==> config.mk <==
export PLATFORM = sky130hd
export DESIGN_NAME = alarm_controller
export DESIGN_NICKNAME = d
export VERILOG_FILES = /design/src/rtl/alarm_pkg.sv /design/src/rtl/button_repeat.sv /design/src/rtl/alarm_controller.sv
export SDC_FILE = /design/constraint.sdc
export NUM_CORES = 1
export LEC_CHECK = 0
export BUFFER_PORTS_ARGS = -buffer_cell sky130_fd_sc_hd__buf_2
export CAP_MARGIN = 0
export CORE_MARGIN = 4
export CORE_UTILIZATION = 43
export DETAILED_ROUTE_END_ITERATION = 8
export PLACE_DENSITY = 0.64
export SETUP_SLACK_MARGIN = 0.2
export SYNTH_ARGS = -nofsm -noshare
export SYNTH_HDL_FRONTEND = slang
export SYNTH_SLANG_ARGS = --single-unit
export TNS_END_PERCENT = 100
==> constraint.sdc <==
create_clock -name clk -period 2.8 [get_ports clk]
set_input_delay 0.14 -clock clk [delete_from_list [all_inputs] [get_ports clk]]
set_output_delay 0.14 -clock clk [all_outputs]
set_load 0.01 [all_outputs]
==> src/rtl/alarm_pkg.sv <==
`default_nettype none
// ============================================================================
// Module      : alarm_pkg
// Description : Shared types and constants for the alarm controller slice.
//               State encoding for the sequencing FSM, the width of the BCD
//               time word and the bit offsets of each BCD digit within it.
// Revision    : 1.0 - initial release
// ============================================================================
package alarm_pkg;

    // Packed BCD time word: {hourMSB, hourLSB, minMSB, minLSB, secMSB, secLSB}
    localparam int TIME_W       = 24;
    localparam int DIGIT_W      = 4;
    localparam int SEC_LSB_OFS  = 0;
    localparam int SEC_MSB_OFS  = 4;
    localparam int MIN_LSB_OFS  = 8;
    localparam int MIN_MSB_OFS  = 12;
    localparam int HOUR_LSB_OFS = 16;
    localparam int HOUR_MSB_OFS = 20;

    typedef enum logic [1:0] {
        IDLE    = 2'd0,
        SET     = 2'd1,
        RINGING = 2'd2,
        SNOOZE  = 2'd3
    } state_t;

endpackage
`default_nettype wire

==> src/rtl/button_repeat.sv <==
`default_nettype none
// ============================================================================
// Module      : button_repeat
// Description : Rising-edge detector with auto-repeat for a debounced button.
//               An accepted press gives a one-cycle pulse the next cycle; while
//               the button stays held and enabled, another pulse follows every
//               REPEAT_DIV cycles. Repeat only runs after a press that was
//               accepted while enabled, so a button already held when enable
//               rises stays silent until it is released and pressed again.
// Ports       : clk      - system clock
//               reset_n  - asynchronous active-low reset
//               btn      - debounced button level
//               en       - enable; low discards edges and clears the repeat
//               pulse    - registered one-cycle increment pulse
// Revision    : 1.0 - initial release
// ============================================================================
module button_repeat #(
    parameter int REPEAT_DIV = 25_000_000
) (
    input  logic clk,
    input  logic reset_n,
    input  logic btn,
    input  logic en,
    output logic pulse
);

    localparam int                CNT_W    = $clog2(REPEAT_DIV) + 1;
    localparam logic [CNT_W-1:0]  CNT_LAST = CNT_W'(REPEAT_DIV - 1);

    logic             r_btn_prev;
    logic             r_armed;
    logic [CNT_W-1:0] r_cnt;
    logic             w_edge;

    assign w_edge = btn & ~r_btn_prev;

    always_ff @(posedge clk or negedge reset_n) begin
        if (!reset_n) begin
            // Previous value resets high: a button held through reset
            // release must not look like a fresh press.
            r_btn_prev <= 1'b1;
            r_armed    <= 1'b0;
            r_cnt      <= '0;
            pulse      <= 1'b0;
        end else begin
            r_btn_prev <= btn;
            pulse      <= 1'b0;
            if (en && w_edge) begin
                pulse   <= 1'b1;
                r_armed <= 1'b1;
                r_cnt   <= '0;
            end else if (en && btn && r_armed) begin
                if (r_cnt == CNT_LAST) begin
                    pulse <= 1'b1;
                    r_cnt <= '0;
                end else begin
                    r_cnt <= r_cnt + 1'b1;
                end
            end else begin
                // Released or disabled: forget the press entirely.
                r_armed <= 1'b0;
                r_cnt   <= '0;
            end
        end
    end

endmodule
`default_nettype wire

==> src/rtl/alarm_controller.sv <==
`default_nettype none
// ============================================================================
// Module      : alarm_controller
// Description : Sequencing FSM for the alarm clock. Generates increment pulses
//               for the alarm-time counter in SET mode, detects the alarm
//               time, rings, and handles snooze and off.
// Ports       : clk          - system clock
//               reset_n      - asynchronous active-low reset
//               tick_1hz     - one-cycle pulse per second
//               alarm_en     - alarm arm switch (level)
//               btn_mode     - toggles SET mode (debounced level)
//               btn_up_hour  - alarm hour increment button
//               btn_up_min   - alarm minute increment button
//               btn_snooze   - snooze button
//               btn_off      - alarm off button
//               cur_time     - current BCD time
//               alm_time     - alarm BCD time
//               uphour       - one-cycle hour increment pulse
//               upmin        - one-cycle minute increment pulse
//               ringing      - buzzer enable
//               set_mode     - high in SET
//               snoozing     - high in SNOOZE
// Revision    : 1.0 - initial release
// ============================================================================
module alarm_controller
    import alarm_pkg::*;
#(
    parameter int REPEAT_DIV  = 25_000_000,
    parameter int RING_SECS   = 60,
    parameter int SNOOZE_SECS = 300
) (
    input  logic              clk,
    input  logic              reset_n,
    input  logic              tick_1hz,
    input  logic              alarm_en,
    input  logic              btn_mode,
    input  logic              btn_up_hour,
    input  logic              btn_up_min,
    input  logic              btn_snooze,
    input  logic              btn_off,
    input  logic [TIME_W-1:0] cur_time,
    input  logic [TIME_W-1:0] alm_time,
    output logic              uphour,
    output logic              upmin,
    output logic              ringing,
    output logic              set_mode,
    output logic              snoozing
);

    localparam int                RING_W    = $clog2(RING_SECS) + 1;
    localparam int                SNZ_W     = $clog2(SNOOZE_SECS) + 1;
    localparam logic [RING_W-1:0] RING_LAST = RING_W'(RING_SECS - 1);
    localparam logic [SNZ_W-1:0]  SNZ_LOAD  = SNZ_W'(SNOOZE_SECS);
    localparam logic [SNZ_W-1:0]  SNZ_ONE   = SNZ_W'(1);

    state_t            r_state;
    logic [RING_W-1:0] r_ring_cnt;
    logic [SNZ_W-1:0]  r_snz_cnt;
    logic              r_mode_prev;
    logic              r_snooze_prev;
    logic              r_off_prev;
    logic              r_match_q;

    logic              w_mode_edge;
    logic              w_snooze_edge;
    logic              w_off_edge;
    logic              w_match;
    logic              w_trigger;
    logic              w_hour_en;
    logic              w_min_en;

    assign w_mode_edge   = btn_mode   & ~r_mode_prev;
    assign w_snooze_edge = btn_snooze & ~r_snooze_prev;
    assign w_off_edge    = btn_off    & ~r_off_prev;

    // Rising edge of the match only, so one matching second rings once.
    assign w_match   = (cur_time == alm_time);
    assign w_trigger = w_match & ~r_match_q & alarm_en;

    // A mode edge in SET leaves SET on the next cycle, so it also blocks any
    // pulse that would otherwise land outside SET. Hour outranks minute: the
    // minute generator is held disabled for as long as hour is down.
    assign w_hour_en = (r_state == SET) & ~w_mode_edge;
    assign w_min_en  = w_hour_en & ~btn_up_hour;

    button_repeat #(
        .REPEAT_DIV (REPEAT_DIV)
    ) u_hour_repeat (
        .clk     (clk),
        .reset_n (reset_n),
        .btn     (btn_up_hour),
        .en      (w_hour_en),
        .pulse   (uphour)
    );

    button_repeat #(
        .REPEAT_DIV (REPEAT_DIV)
    ) u_min_repeat (
        .clk     (clk),
        .reset_n (reset_n),
        .btn     (btn_up_min),
        .en      (w_min_en),
        .pulse   (upmin)
    );

    // Status outputs are registered alongside the state, so each transition
    // updates them together with r_state.
    always_ff @(posedge clk or negedge reset_n) begin
        if (!reset_n) begin
            r_state       <= IDLE;
            r_ring_cnt    <= '0;
            r_snz_cnt     <= '0;
            r_mode_prev   <= 1'b1;
            r_snooze_prev <= 1'b1;
            r_off_prev    <= 1'b1;
            r_match_q     <= 1'b1;
            ringing       <= 1'b0;
            set_mode      <= 1'b0;
            snoozing      <= 1'b0;
        end else begin
            r_mode_prev   <= btn_mode;
            r_snooze_prev <= btn_snooze;
            r_off_prev    <= btn_off;
            r_match_q     <= w_match;

            case (r_state)
                IDLE: begin
                    if (w_mode_edge) begin
                        r_state  <= SET;
                        set_mode <= 1'b1;
                    end else if (w_trigger) begin
                        r_state    <= RINGING;
                        r_ring_cnt <= '0;
                        ringing    <= 1'b1;
                    end
                end

                SET: begin
                    if (w_mode_edge) begin
                        r_state  <= IDLE;
                        set_mode <= 1'b0;
                    end
                end

                RINGING: begin
                    if (!alarm_en || w_off_edge) begin
                        r_state <= IDLE;
                        ringing <= 1'b0;
                    end else if (w_snooze_edge) begin
                        r_state   <= SNOOZE;
                        r_snz_cnt <= SNZ_LOAD;
                        ringing   <= 1'b0;
                        snoozing  <= 1'b1;
                    end else if (tick_1hz) begin
                        if (r_ring_cnt == RING_LAST) begin
                            r_state <= IDLE;
                            ringing <= 1'b0;
                        end else begin
                            r_ring_cnt <= r_ring_cnt + 1'b1;
                        end
                    end
                end

                SNOOZE: begin
                    if (!alarm_en || w_off_edge) begin
                        r_state  <= IDLE;
                        snoozing <= 1'b0;
                    end else if (tick_1hz) begin
                        if (r_snz_cnt == SNZ_ONE) begin
                            r_state    <= RINGING;
                            r_ring_cnt <= '0;
                            ringing    <= 1'b1;
                            snoozing   <= 1'b0;
                        end else begin
                            r_snz_cnt <= r_snz_cnt - 1'b1;
                        end
                    end
                end

                default: begin
                    r_state  <= IDLE;
                    ringing  <= 1'b0;
                    set_mode <= 1'b0;
                    snoozing <= 1'b0;
                end
            endcase
        end
    end

endmodule
`default_nettype wire

==> summary.md <==
| Metric | Value |
|---|---|
| Max Freq | 430 MHz |
| Routed WL per cell | 13.1 microns |
| Max cap viols | 0 |
| Clk slew on worst S/H paths | 80 ps |
| Final std cells w/o fill | 685 |
| Cell count after synthesis | 474 |
| Nets | 606 |
| Fin. Hold Viols | 28 |
| Area share of and/or/nand/nor cells after synthesis | 28.3% |
| Max IR drop VDD | 0.265 mV |
| Placed cells | 664 |
| CTS tree | built |
| Compound-gate portion of the synthesized area | 5.77% |
| DPL Wire Length | 6.39 mm |
| Post-CTS Hold Buffers | 5 |
| Synth top area share | 43.5% |
| GP Congestion | 0.796 |
| Clock Tree Root | clkbuf_8 |
| Hold Path Class | in -> async |
| Drt pass-1 iters | 4 |
| Total number of vias | 3582 |
| Post-Route Setup TNS | 0 ps |
| Port Buffer Count | 61 |
| CTS Buf Count | 9 |
| Arr. time, crit path | 2550 ps |
| Failing checks | hold timing |
| Unrepaired setup endpoints after global routing | false |
| First-pass GRT wire length | 15.7 mm |
| Worst-Margin Slew | 1060 ps |
| Area after DPL | 4940 sq um |
| Post-Layout Inst Area | 5170 sq um |
| Worst skew pair latency | 360 ps |
| Pwr Total | 2860 uW |
| Worst Hold Slack | -38.0 ps |
| Largest family of logic cells by synthesized area | simple AND/OR/NAND/NOR gates |
| TritonCTS Sinks | 84 |
| WS Path Type | reg -> reg |
| Postcts setup bufs | 0 |
| DRC viols | 0 |
| Core area | 10200 sq um |
| Syn Area/Cell | 9.46 sq um |
| Mux cell area share after synthesis | 0.697% |
| Clock Skew | 5.68 ps |
| # diodes | 0 |
| Synth Register Bits | 84 |
| Die Wd | 110 microns |
| R2R Path Start | u_hour_repeat.r_cnt[0]$_DFF_PN0_ |
| Slew HR | 29.0% |
| Seq/Total Area, Yosys | 47.0% |
| Die Span Y | 110 microns |
| Number of enable flip-flop cells after synthesis | 0 |
| Post-CTS Resized | 0 |
| P&R area growth vs syn | 15.4% |
| Fin. max-slew vios | 0 |
| Vias in the first global route | 3537 |
| Setup Viol. Count Final | 0 |
| Cell Area, Synth | 4490 sq um |
| IO Pins | 62 |
| Synth Area in Adders | 1.39% |
| Share of cells above drive strength 1 | 17.7% |
| Distinct cells, synth | 51 |
| Top fanout value on the critical path | 25 |
| Die area | 12100 sq um |
| P_leak | 0.00214 uW |
| Cell taking the most area after synthesis | dfrtp_1 |
| Critical path launch point type | flip-flop |
| Post-synthesis async set-or-reset flop share | 100% |
| Crit path capture type | flip-flop |
| CTS max path bufs | 2 |
| Via density | 5.23 |
| H-tree depth | 3 |
| Power Density | 553 nW/um^2 |
| Fin util | 50.6% |
| Initial antenna violation count | 0 |
| Largest net degree at the start of global routing | 85 |
| CP required | 3020 ps |
| XOR/XNOR Fraction of Synth Area | 14.4% |
| Ys Warns | 0 |
| Grt total ovfl | 0 |
| Final Cycle Share | 83.0% |
| Final min period | 2320 ps |
| Total global routing track utilization | 16.4% |
| Syn Nets | 536 |
| Ranking of synthesized cells by area | dfrtp_1 (44%), xor2_1 (10%), nor2_1 (6.3%) |
| Row cnt | 37 |
| Iter 0 DRT Violations | 154 |
| Synth Flop Type | dfrtp_1 |
| Routed WL | 9.00 mm |
| Status | complete, but fails checks |
| Routed Antenna Nets | 0 |
| Initial Util | 43.8% |
| Worst Setup SP | u_hour_repeat.r_cnt[0]$_DFF_PN0_ |
layout make-up:
class | count | area, sq um
clock buffers | 15 | 176
inverters | 13 | 48.8
fillers | 933 | 5060
clock inverters | 1 | 5.00
repair buffers | 71 | 395
well taps | 136 | 170
flip-flops and latches | 84 | 2110
multi-input cells | 365 | 2270
path summary, 6_finish.rpt:
path | to | slack (ps) | cells past startpoint
max | u_hour_repeat.r_cnt[24]$_DFF_PN0_ | 480 | 6
min | u_min_repeat.r_cnt[22]$_DFF_PN0_ | -40 | 1
max reg2reg | u_hour_repeat.r_cnt[24]$_DFF_PN0_ | 480 | 6
min reg2reg | u_hour_repeat.r_cnt[0]$_DFF_PN0_ | 490 | 1
max in group asynchronous | u_hour_repeat.r_cnt[10]$_DFF_PN0_ | 2140 | 1
min in group clk | r_match_q$_DFF_PN1_ | 90 | 4
stage by stage:
| step | hold slack, ps | worst slack, ps |
|---|---|---|
| floorplan | -156 | 796 |
| CTS | 17.3 | 435 |
| global route | 76.3 | 244 |
| detailed placement | 266 | 469 |
| finish | -38.0 | 477 |
| global placement | 265 | 484 |
Yosys cell counts, types with 2 or more instances:
cell	n
inv_1	13
buf_2	7
nor3_1	15
xor2_1	52
nor2_1	75
nand2_1	32
or4_4	2
or3_1	6
nor2b_1	4
dfstp_2	6
or2_2	3
nand4b_1	2
nand3_1	24
and4_1	3
and3_1	9
o21ai_0	7
nor4_1	14
or4_1	2
mux2i_1	2
nand4_1	25
nor4b_1	4
nor3b_1	2
nand2b_1	3
dfrtp_1	78
ha_1	5
a41oi_1	2
and2_1	5
xnor2_1	22
a31oi_1	6
nor3_2	2
a21oi_1	19
clkbuf_1	4
placed cells by master (no fill, tap or decap), types with 4 or more instances in the layout:
cell type	Yosys	routed
dfstp_2	6	6
a31oi_1	6	6
nor2b_1	4	4
a21oi_1	19	19
buf_2	7	60
nor4b_1	4	4
buf_4	1	6
o21ai_0	7	7
dlygate4sd3_1	0	5
inv_1	13	13
xnor2_1	22	22
nor3_1	15	15
ha_1	5	5
nor2_1	75	75
or3_1	6	6
and2_1	5	5
and3_1	9	9
xor2_1	52	52
nand2_1	32	32
clkbuf_8	0	12
nand4_1	25	25
nor4_1	14	14
nand3_1	24	24
dfrtp_1	78	78
critical path, cell delays in order, from the launching register on:
cell and delay (ps):
dfrtp_1 390, ha_1 220, nand4_1 250, or2_1 320, nor4_1 400, or2_2 490
nor2_1 110
where the power goes:
part           total [uW]  leakage, uW  switching, uW  internal [uW]
Clock                 809    0.0000937            413            396
Combinational         599     0.000925            335            264
Sequential           1450      0.00112            124           1330
layer usage:
| layer | global-route usage [%] | part of all wire, % | vias to the layer above |
|---|---|---|---|
| li1 | - | - | 1803 |
| met5 | 0 | 0 | - |
| met2 | 26.1 | 45 | 91 |
| met3 | 3.09 | 5.4 | 16 |
| met1 | 21.2 | 46 | 1672 |
| met4 | 8.53 | 2.7 | 0 |
logic make-up after synthesis:
family / after synthesis
multiplexers: 3
AND/OR/NAND/NOR: 240
adder cells (fa/ha/maj): 5
AO/OA/AOI/OAI: 43
XOR/XNOR: 74
flip-flops: 84
buffers and inverters: 25
state kept, by name, summed over array words and instances (netlist names), 2 cells and up:
signal and count:
r_snz_cnt 10, u_hour_repeat.r_cnt 26, r_ring_cnt 7, u_min_repeat.r_cnt 26
r_state 2
Note: power is estimated with default switching activity, not from simulation.
